[src/rtl/led_display_row_streamer_if.sv]
// Frame-buffer read port and row hand-off bundle between the
// streamer (master) and its memory/column-shifter neighbours (slave).
interface led_display_row_streamer_if #(
   parameter int ADDR_W = 4,
   parameter int COL_W  = 32
) ();
   logic              fb_rd_en_out;
   logic [ADDR_W-1:0] fb_rd_addr_out;
   logic [COL_W-1:0]  fb_top_data_in;
   logic [COL_W-1:0]  fb_bot_data_in;
   logic              row_valid_out;
   logic [COL_W-1:0]  row_top_out;
   logic [COL_W-1:0]  row_bot_out;
   logic              row_ready_in;

   modport master (
      output fb_rd_en_out,
      output fb_rd_addr_out,
      input  fb_top_data_in,
      input  fb_bot_data_in,
      output row_valid_out,
      output row_top_out,
      output row_bot_out,
      input  row_ready_in
   );

   modport slave (
      input  fb_rd_en_out,
      input  fb_rd_addr_out,
      output fb_top_data_in,
      output fb_bot_data_in,
      input  row_valid_out,
      input  row_top_out,
      input  row_bot_out,
      output row_ready_in
   );
endinterface

[src/rtl/led_display_row_streamer.sv]
// Scans a HUB75-style panel one row pair at a time: fetch, hand the
// row to the column shifter, latch it, then light it for a fixed time.
module led_display_row_streamer #(
   parameter int NUM_ROW_PAIRS  = 16,
   parameter int ADDR_W         = 4,
   parameter int DISPLAY_CYCLES = 256,
   parameter int COL_W          = 32
) (
   input  logic                       clk_in,
   input  logic                       reset_in,
   input  logic                       enable_in,
   led_display_row_streamer_if.master bus,
   output logic [ADDR_W-1:0]          row_addr_out,
   output logic                       latch_out,
   output logic                       oe_n_out,
   output logic                       frame_done_out,
   output logic                       busy_out
);

   localparam int CNT_W =
      (DISPLAY_CYCLES > 1) ? $clog2(DISPLAY_CYCLES) : 1;
   localparam logic [CNT_W-1:0] DISP_LOAD =
      CNT_W'(DISPLAY_CYCLES - 1);
   localparam logic [ADDR_W-1:0] LAST_ROW =
      ADDR_W'(NUM_ROW_PAIRS - 1);

   localparam logic [2:0] S_IDLE    = 3'd0;
   localparam logic [2:0] S_READ    = 3'd1;
   localparam logic [2:0] S_CAPTURE = 3'd2;
   localparam logic [2:0] S_WAIT    = 3'd3;
   localparam logic [2:0] S_SEND    = 3'd4;
   localparam logic [2:0] S_SHIFT   = 3'd5;
   localparam logic [2:0] S_LATCH   = 3'd6;
   localparam logic [2:0] S_DISPLAY = 3'd7;

   logic [2:0]        r_state;
   logic [ADDR_W-1:0] r_row;
   logic [ADDR_W-1:0] r_row_addr;
   logic [CNT_W-1:0]  r_disp_cnt;
   logic [COL_W-1:0]  r_top;
   logic [COL_W-1:0]  r_bot;
   logic              r_shift_first;
   logic              r_frame_done;
   logic              w_disp_end;

   assign w_disp_end = (r_disp_cnt == '0);

   always_ff @(posedge clk_in) begin
      if (reset_in) begin
         r_state       <= S_IDLE;
         r_row         <= '0;
         r_row_addr    <= '0;
         r_disp_cnt    <= '0;
         r_top         <= '0;
         r_bot         <= '0;
         r_shift_first <= 1'b0;
         r_frame_done  <= 1'b0;
      end else begin
         r_frame_done <= 1'b0;
         case (r_state)
            S_IDLE: begin
               r_row <= '0;
               if (enable_in) r_state <= S_READ;
            end
            S_READ: r_state <= S_CAPTURE;
            S_CAPTURE: begin
               r_top   <= bus.fb_top_data_in;
               r_bot   <= bus.fb_bot_data_in;
               r_state <= S_WAIT;
            end
            S_WAIT: begin
               if (bus.row_ready_in) r_state <= S_SEND;
            end
            S_SEND: begin
               r_shift_first <= 1'b1;
               r_state       <= S_SHIFT;
            end
            // Shifter ready may still be stale right after SEND.
            S_SHIFT: begin
               if (r_shift_first) begin
                  r_shift_first <= 1'b0;
               end else if (bus.row_ready_in) begin
                  r_row_addr <= r_row;
                  r_state    <= S_LATCH;
               end
            end
            S_LATCH: begin
               r_disp_cnt <= DISP_LOAD;
               r_state    <= S_DISPLAY;
            end
            S_DISPLAY: begin
               if (w_disp_end) begin
                  if (r_row == LAST_ROW) begin
                     r_frame_done <= 1'b1;
                     r_row        <= '0;
                  end else begin
                     r_row <= r_row + ADDR_W'(1);
                  end
                  if (enable_in) begin
                     r_state <= S_READ;
                  end else begin
                     r_row   <= '0;
                     r_state <= S_IDLE;
                  end
               end else begin
                  r_disp_cnt <= r_disp_cnt - CNT_W'(1);
               end
            end
            default: r_state <= S_IDLE;
         endcase
      end
   end

   assign bus.fb_rd_en_out   = (r_state == S_READ);
   assign bus.fb_rd_addr_out = r_row;
   assign bus.row_valid_out  = (r_state == S_SEND);
   assign bus.row_top_out    = r_top;
   assign bus.row_bot_out    = r_bot;
   assign row_addr_out       = r_row_addr;
   assign latch_out          = (r_state == S_LATCH);
   assign oe_n_out           = (r_state != S_DISPLAY);
   assign frame_done_out     = r_frame_done;
   assign busy_out           = (r_state != S_IDLE);

endmodule
[src/flat_wrapper.sv]
// flat-port wrapper written by rule: the top's interface ports become plain ports
module led_display_row_streamer_flat 
#(
   parameter int NUM_ROW_PAIRS  = 16,
   parameter int ADDR_W         = 4,
   parameter int DISPLAY_CYCLES = 256,
   parameter int COL_W          = 32
)
  (clk_in, reset_in, enable_in, row_addr_out, latch_out, oe_n_out, frame_done_out, busy_out, bus_fb_rd_en_out, bus_fb_rd_addr_out, bus_fb_top_data_in, bus_fb_bot_data_in, bus_row_valid_out, bus_row_top_out, bus_row_bot_out, bus_row_ready_in);
  led_display_row_streamer_if #(.ADDR_W(ADDR_W), .COL_W(COL_W)) bus_i ();
  input  logic clk_in;
  input  logic reset_in;
  input  logic enable_in;
  output logic [ADDR_W-1:0] row_addr_out;
  output logic latch_out;
  output logic oe_n_out;
  output logic frame_done_out;
  output logic busy_out;
  output wire logic [$bits(bus_i.fb_rd_en_out)-1:0] bus_fb_rd_en_out;
  output wire logic [$bits(bus_i.fb_rd_addr_out)-1:0] bus_fb_rd_addr_out;
  input wire logic [$bits(bus_i.fb_top_data_in)-1:0] bus_fb_top_data_in;
  input wire logic [$bits(bus_i.fb_bot_data_in)-1:0] bus_fb_bot_data_in;
  output wire logic [$bits(bus_i.row_valid_out)-1:0] bus_row_valid_out;
  output wire logic [$bits(bus_i.row_top_out)-1:0] bus_row_top_out;
  output wire logic [$bits(bus_i.row_bot_out)-1:0] bus_row_bot_out;
  input wire logic [$bits(bus_i.row_ready_in)-1:0] bus_row_ready_in;
  assign bus_fb_rd_en_out = bus_i.fb_rd_en_out;
  assign bus_fb_rd_addr_out = bus_i.fb_rd_addr_out;
  assign bus_i.fb_top_data_in = bus_fb_top_data_in;
  assign bus_i.fb_bot_data_in = bus_fb_bot_data_in;
  assign bus_row_valid_out = bus_i.row_valid_out;
  assign bus_row_top_out = bus_i.row_top_out;
  assign bus_row_bot_out = bus_i.row_bot_out;
  assign bus_i.row_ready_in = bus_row_ready_in;
  led_display_row_streamer #(.NUM_ROW_PAIRS(NUM_ROW_PAIRS), .ADDR_W(ADDR_W), .DISPLAY_CYCLES(DISPLAY_CYCLES), .COL_W(COL_W)) u_core (.clk_in(clk_in), .reset_in(reset_in), .enable_in(enable_in), .bus(bus_i), .row_addr_out(row_addr_out), .latch_out(latch_out), .oe_n_out(oe_n_out), .frame_done_out(frame_done_out), .busy_out(busy_out));
endmodule
[config.mk]
export PLATFORM = sky130hd
export DESIGN_NAME = led_display_row_streamer_flat
export DESIGN_NICKNAME = d
export VERILOG_FILES = /design/src/rtl/led_display_row_streamer_if.sv /design/src/rtl/led_display_row_streamer.sv /design/src/flat_wrapper.sv
export SDC_FILE = /design/constraint.sdc
export NUM_CORES = 1
export LEC_CHECK = 0
export ABC_AREA = 1
export BUFFER_PORTS_ARGS = -buffer_cell sky130_fd_sc_hd__buf_2
export CAP_MARGIN = 0
export CORE_UTILIZATION = 51
export CTS_CLUSTER_SIZE = 16
export DETAILED_ROUTE_END_ITERATION = 6
export PLACE_DENSITY = 0.88
export SLEW_MARGIN = 20
export SYNTH_ARGS = -nofsm -noshare
export SYNTH_HDL_FRONTEND = slang
export SYNTH_SLANG_ARGS = --single-unit
[constraint.sdc]
create_clock -name clk_in -period 3.9 [get_ports clk_in]
set_clock_uncertainty 0.2 [all_clocks]
set_input_delay 0.195 -clock clk_in [delete_from_list [all_inputs] [get_ports clk_in]]
set_output_delay 0.195 -clock clk_in [all_outputs]
set_load 0.02 [all_outputs]
==> results_dict.tcl <==
set metrics [dict create \
    avgSynthCellArea_um2 7.596 \
    worst_slew_pin_slew_ns 0.6265 \
    antenna_found_initial 0 \
    drcViolationCount 24 \
    violations "DRC" \
    routedWlPerCell_um 13.99 \
    firstDrtPassIters 7 \
    die_area_mm2 0.007064 \
    crit_type "in -> reg" \
    drive_gt1_frac 0.2755 \
    drtAntennaViolNets 0 \
    place_congestion 0.8853 \
    synthArstFlopShare 0 \
    yosysSeqAreaShare 0.4956 \
    grt_pass1_wl_um 16030 \
    cts_made_buffers 9 \
    layout_commonest_cell "buf_2" \
    gr-total-overflow 0 \
    yosysUniqueCellTypes 23 \
    timing.rr.end "u_core.bus.row_top_out[29]" \
    routed_wirelength_um 10270 \
    synth_fp_nets 522 \
    cp.required_ns 3.96 \
    clockBufferDepth 2 \
    ios 146 \
    grt_usage 0.2852 \
    peakVddDrop_uv 307.5 \
    min_to "u_core.bus.fb_rd_addr_out[2]" \
    dieWidth_um 84.05 \
    synth-edff-count 0 \
    finalSetupTns_ns 0 \
    clock_latency_ns 0.33 \
    grt_use_met2 0.5224 \
    dp_cells 652 \
    r2r_start "u_core.r_state[2]" \
    avgViaCountPerCell 5.099 \
    port_buffers 145 \
    die_h_um 84.05 \
    grt.busiest_layer "met2" \
    dp_hpwl_um 5656 \
    hp-start "enable_in" \
    routed-via-count 3743 \
    h-tree-depth 3 \
    rows 29 \
    first_iter_violations 230 \
    grt_util_met3 0.05045 \
    r2r_setup_slack_ns 1.93 \
    nets 722 \
    grt_pass1_vias 3406 \
    cts_tree "done" \
    max_freq_mhz 507.9 \
    path_max_fanout 75 \
    clkSinkCount 85 \
    synthCells 452 \
    path_clk_slew_ns 0.09 \
    synthFlopType "dfxtp_1" \
    crit_arrival_ns 2.03 \
    maxSlewViolCount 0 \
    critPathLaunchType "input port" \
    finalSetupViolations 0 \
    finalHoldViolCount 0 \
    rsz0062_at_grt "no" \
    antenna_cells 0 \
    hold_path.class "in -> reg" \
    grt_max_degree 129 \
    ys_ff_latch 85 \
    maxCapViolCount 0 \
    clockRootBuffer "clkbuf_8" \
    syn_to_final_growth_pct 46.65 \
    use_met1 0.3193 \
    ff2ff_path_depth 5 \
    min_delay_path_depth 5 \
    finalCritPeriodShare 0.5049 \
    final_cells 734 \
    cellPowerDensity_mw_per_mm2 508.8 \
    p_leak_nw 2.380 \
    syn_area_mm2 0.003433 \
    max-slew-margin-rel 0.5824 \
    critPathCaptureType "flip-flop" \
    hold-worst-slack_ns 0.03767 \
    core-area_mm2 0.006422 \
    initial_core_util 0.5346 \
    outcome "finished, violations left" \
    fin_crit_ns 1.969 \
    ys_warn_count 0 \
    mostFrequentLayoutCells "buf_2 (145), inv_1 (85), dfxtp_1 (85)" \
]
how the worst max path moves through the flow:
| stage | slack, ns | depth (start not counted) | startpoint | to |
|---|---|---|---|---|
| finish | 1.93 | 6 | reset_in | u_core.bus.row_top_out[29] |
| floorplan | 2.26 | 9 | u_core.r_disp_cnt[0] | u_core.r_disp_cnt[6] |
| CTS | 1.55 | 3 | u_core.r_state[1] | u_core.bus.row_bot_out[22] |
| global placement | 1.70 | 4 | u_core.r_state[2] | u_core.bus.row_bot_out[10] |
| detailed placement | 1.54 | 3 | u_core.r_state[1] | u_core.bus.row_bot_out[22] |
| global route | 1.84 | 5 | u_core.r_state[2] | u_core.bus.row_top_out[29] |
cell usage after synthesis (2+ instances only):
master    count  area share
buf_2        14       0.020
nor2_1       14       0.015
nor2_4        2      0.0066
nor2_8        2       0.012
nand2_1      47       0.051
ha_1          2      0.0073
inv_1        86       0.094
a21oi_1      79        0.12
inv_2         3      0.0033
o21ai_1       2      0.0029
nand2_2       2      0.0036
nand3_1      20       0.029
o21ai_0      71        0.10
clkbuf_1      9      0.0098
nor2_2        3      0.0055
dfxtp_1      85        0.50
nand2_4       3      0.0098
nor3_1        3      0.0044
repair_timing:
action,in CTS,in global routing
gates resized for setup,0,0
hold buffers,65,0
setup buffers,0,0
endpoints found under the hold margin,72,0
routing by layer:
metal  vias up  part of all wire
met5         -                 0
met4         0             0.033
met3        30             0.056
met2       155              0.52
met1      1720              0.39
li1       1838                 -
power by group:
group / switching [mW] / internal, mW / total [mW]
Clock: 0.306 / 0.269 / 0.575
Sequential: 0.0961 / 1.03 / 1.12
Combinational: 0.557 / 0.305 / 0.862
sequential cells by signal, indices dropped and copies added (netlist names):
name / cells
u_core.bus.row_bot_out: 32
u_core.bus.fb_rd_addr_out: 4
u_core.bus.row_top_out: 32
u_core.frame_done_out: 1
u_core.r_state: 3
u_core.r_disp_cnt: 8
u_core.r_shift_first: 1
u_core.row_addr_out: 4
through the flow:
stage	power (mW)	worst slack [ns]	util	instance area, µm²
2_1_floorplan	1.659	2.256	-	3433
3_3_place_gp	1.870	1.701	0.6495	4172
3_5_place_dp	1.902	1.536	0.6495	4172
4_1_cts	2.516	1.548	0.7797	5007
5_1_grt	2.692	1.844	0.7839	5035
6_report	2.562	1.931	0.7839	5035
worst max-delay path: stages:
cell	delay, ns
dlygate4sd3_1	0.53
buf_2	0.20
clkinv_1	0.06
buf_4	0.51
o21ai_0	0.28
a21oi_1	0.22
area by class of cell:
cell class,instances,area (µm²)
repair buffers,212,1411
inverters,90,340.3
flip-flops and latches,85,1702
well taps,77,96.34
fillers,414,1388
clock buffers,12,155.1
clock inverters,4,30.03
multi-input cells,254,1300
cell families after synthesis:
kind of cell / share of synthesized area
AND/OR/NAND/NOR: 0.1440
flip-flops: 0.4956
AO/OA/AOI/OAI: 0.2238
buffers and inverters: 0.1294
adder cells (fa/ha/maj): 0.007287
(Power assumes the default switching activity.)
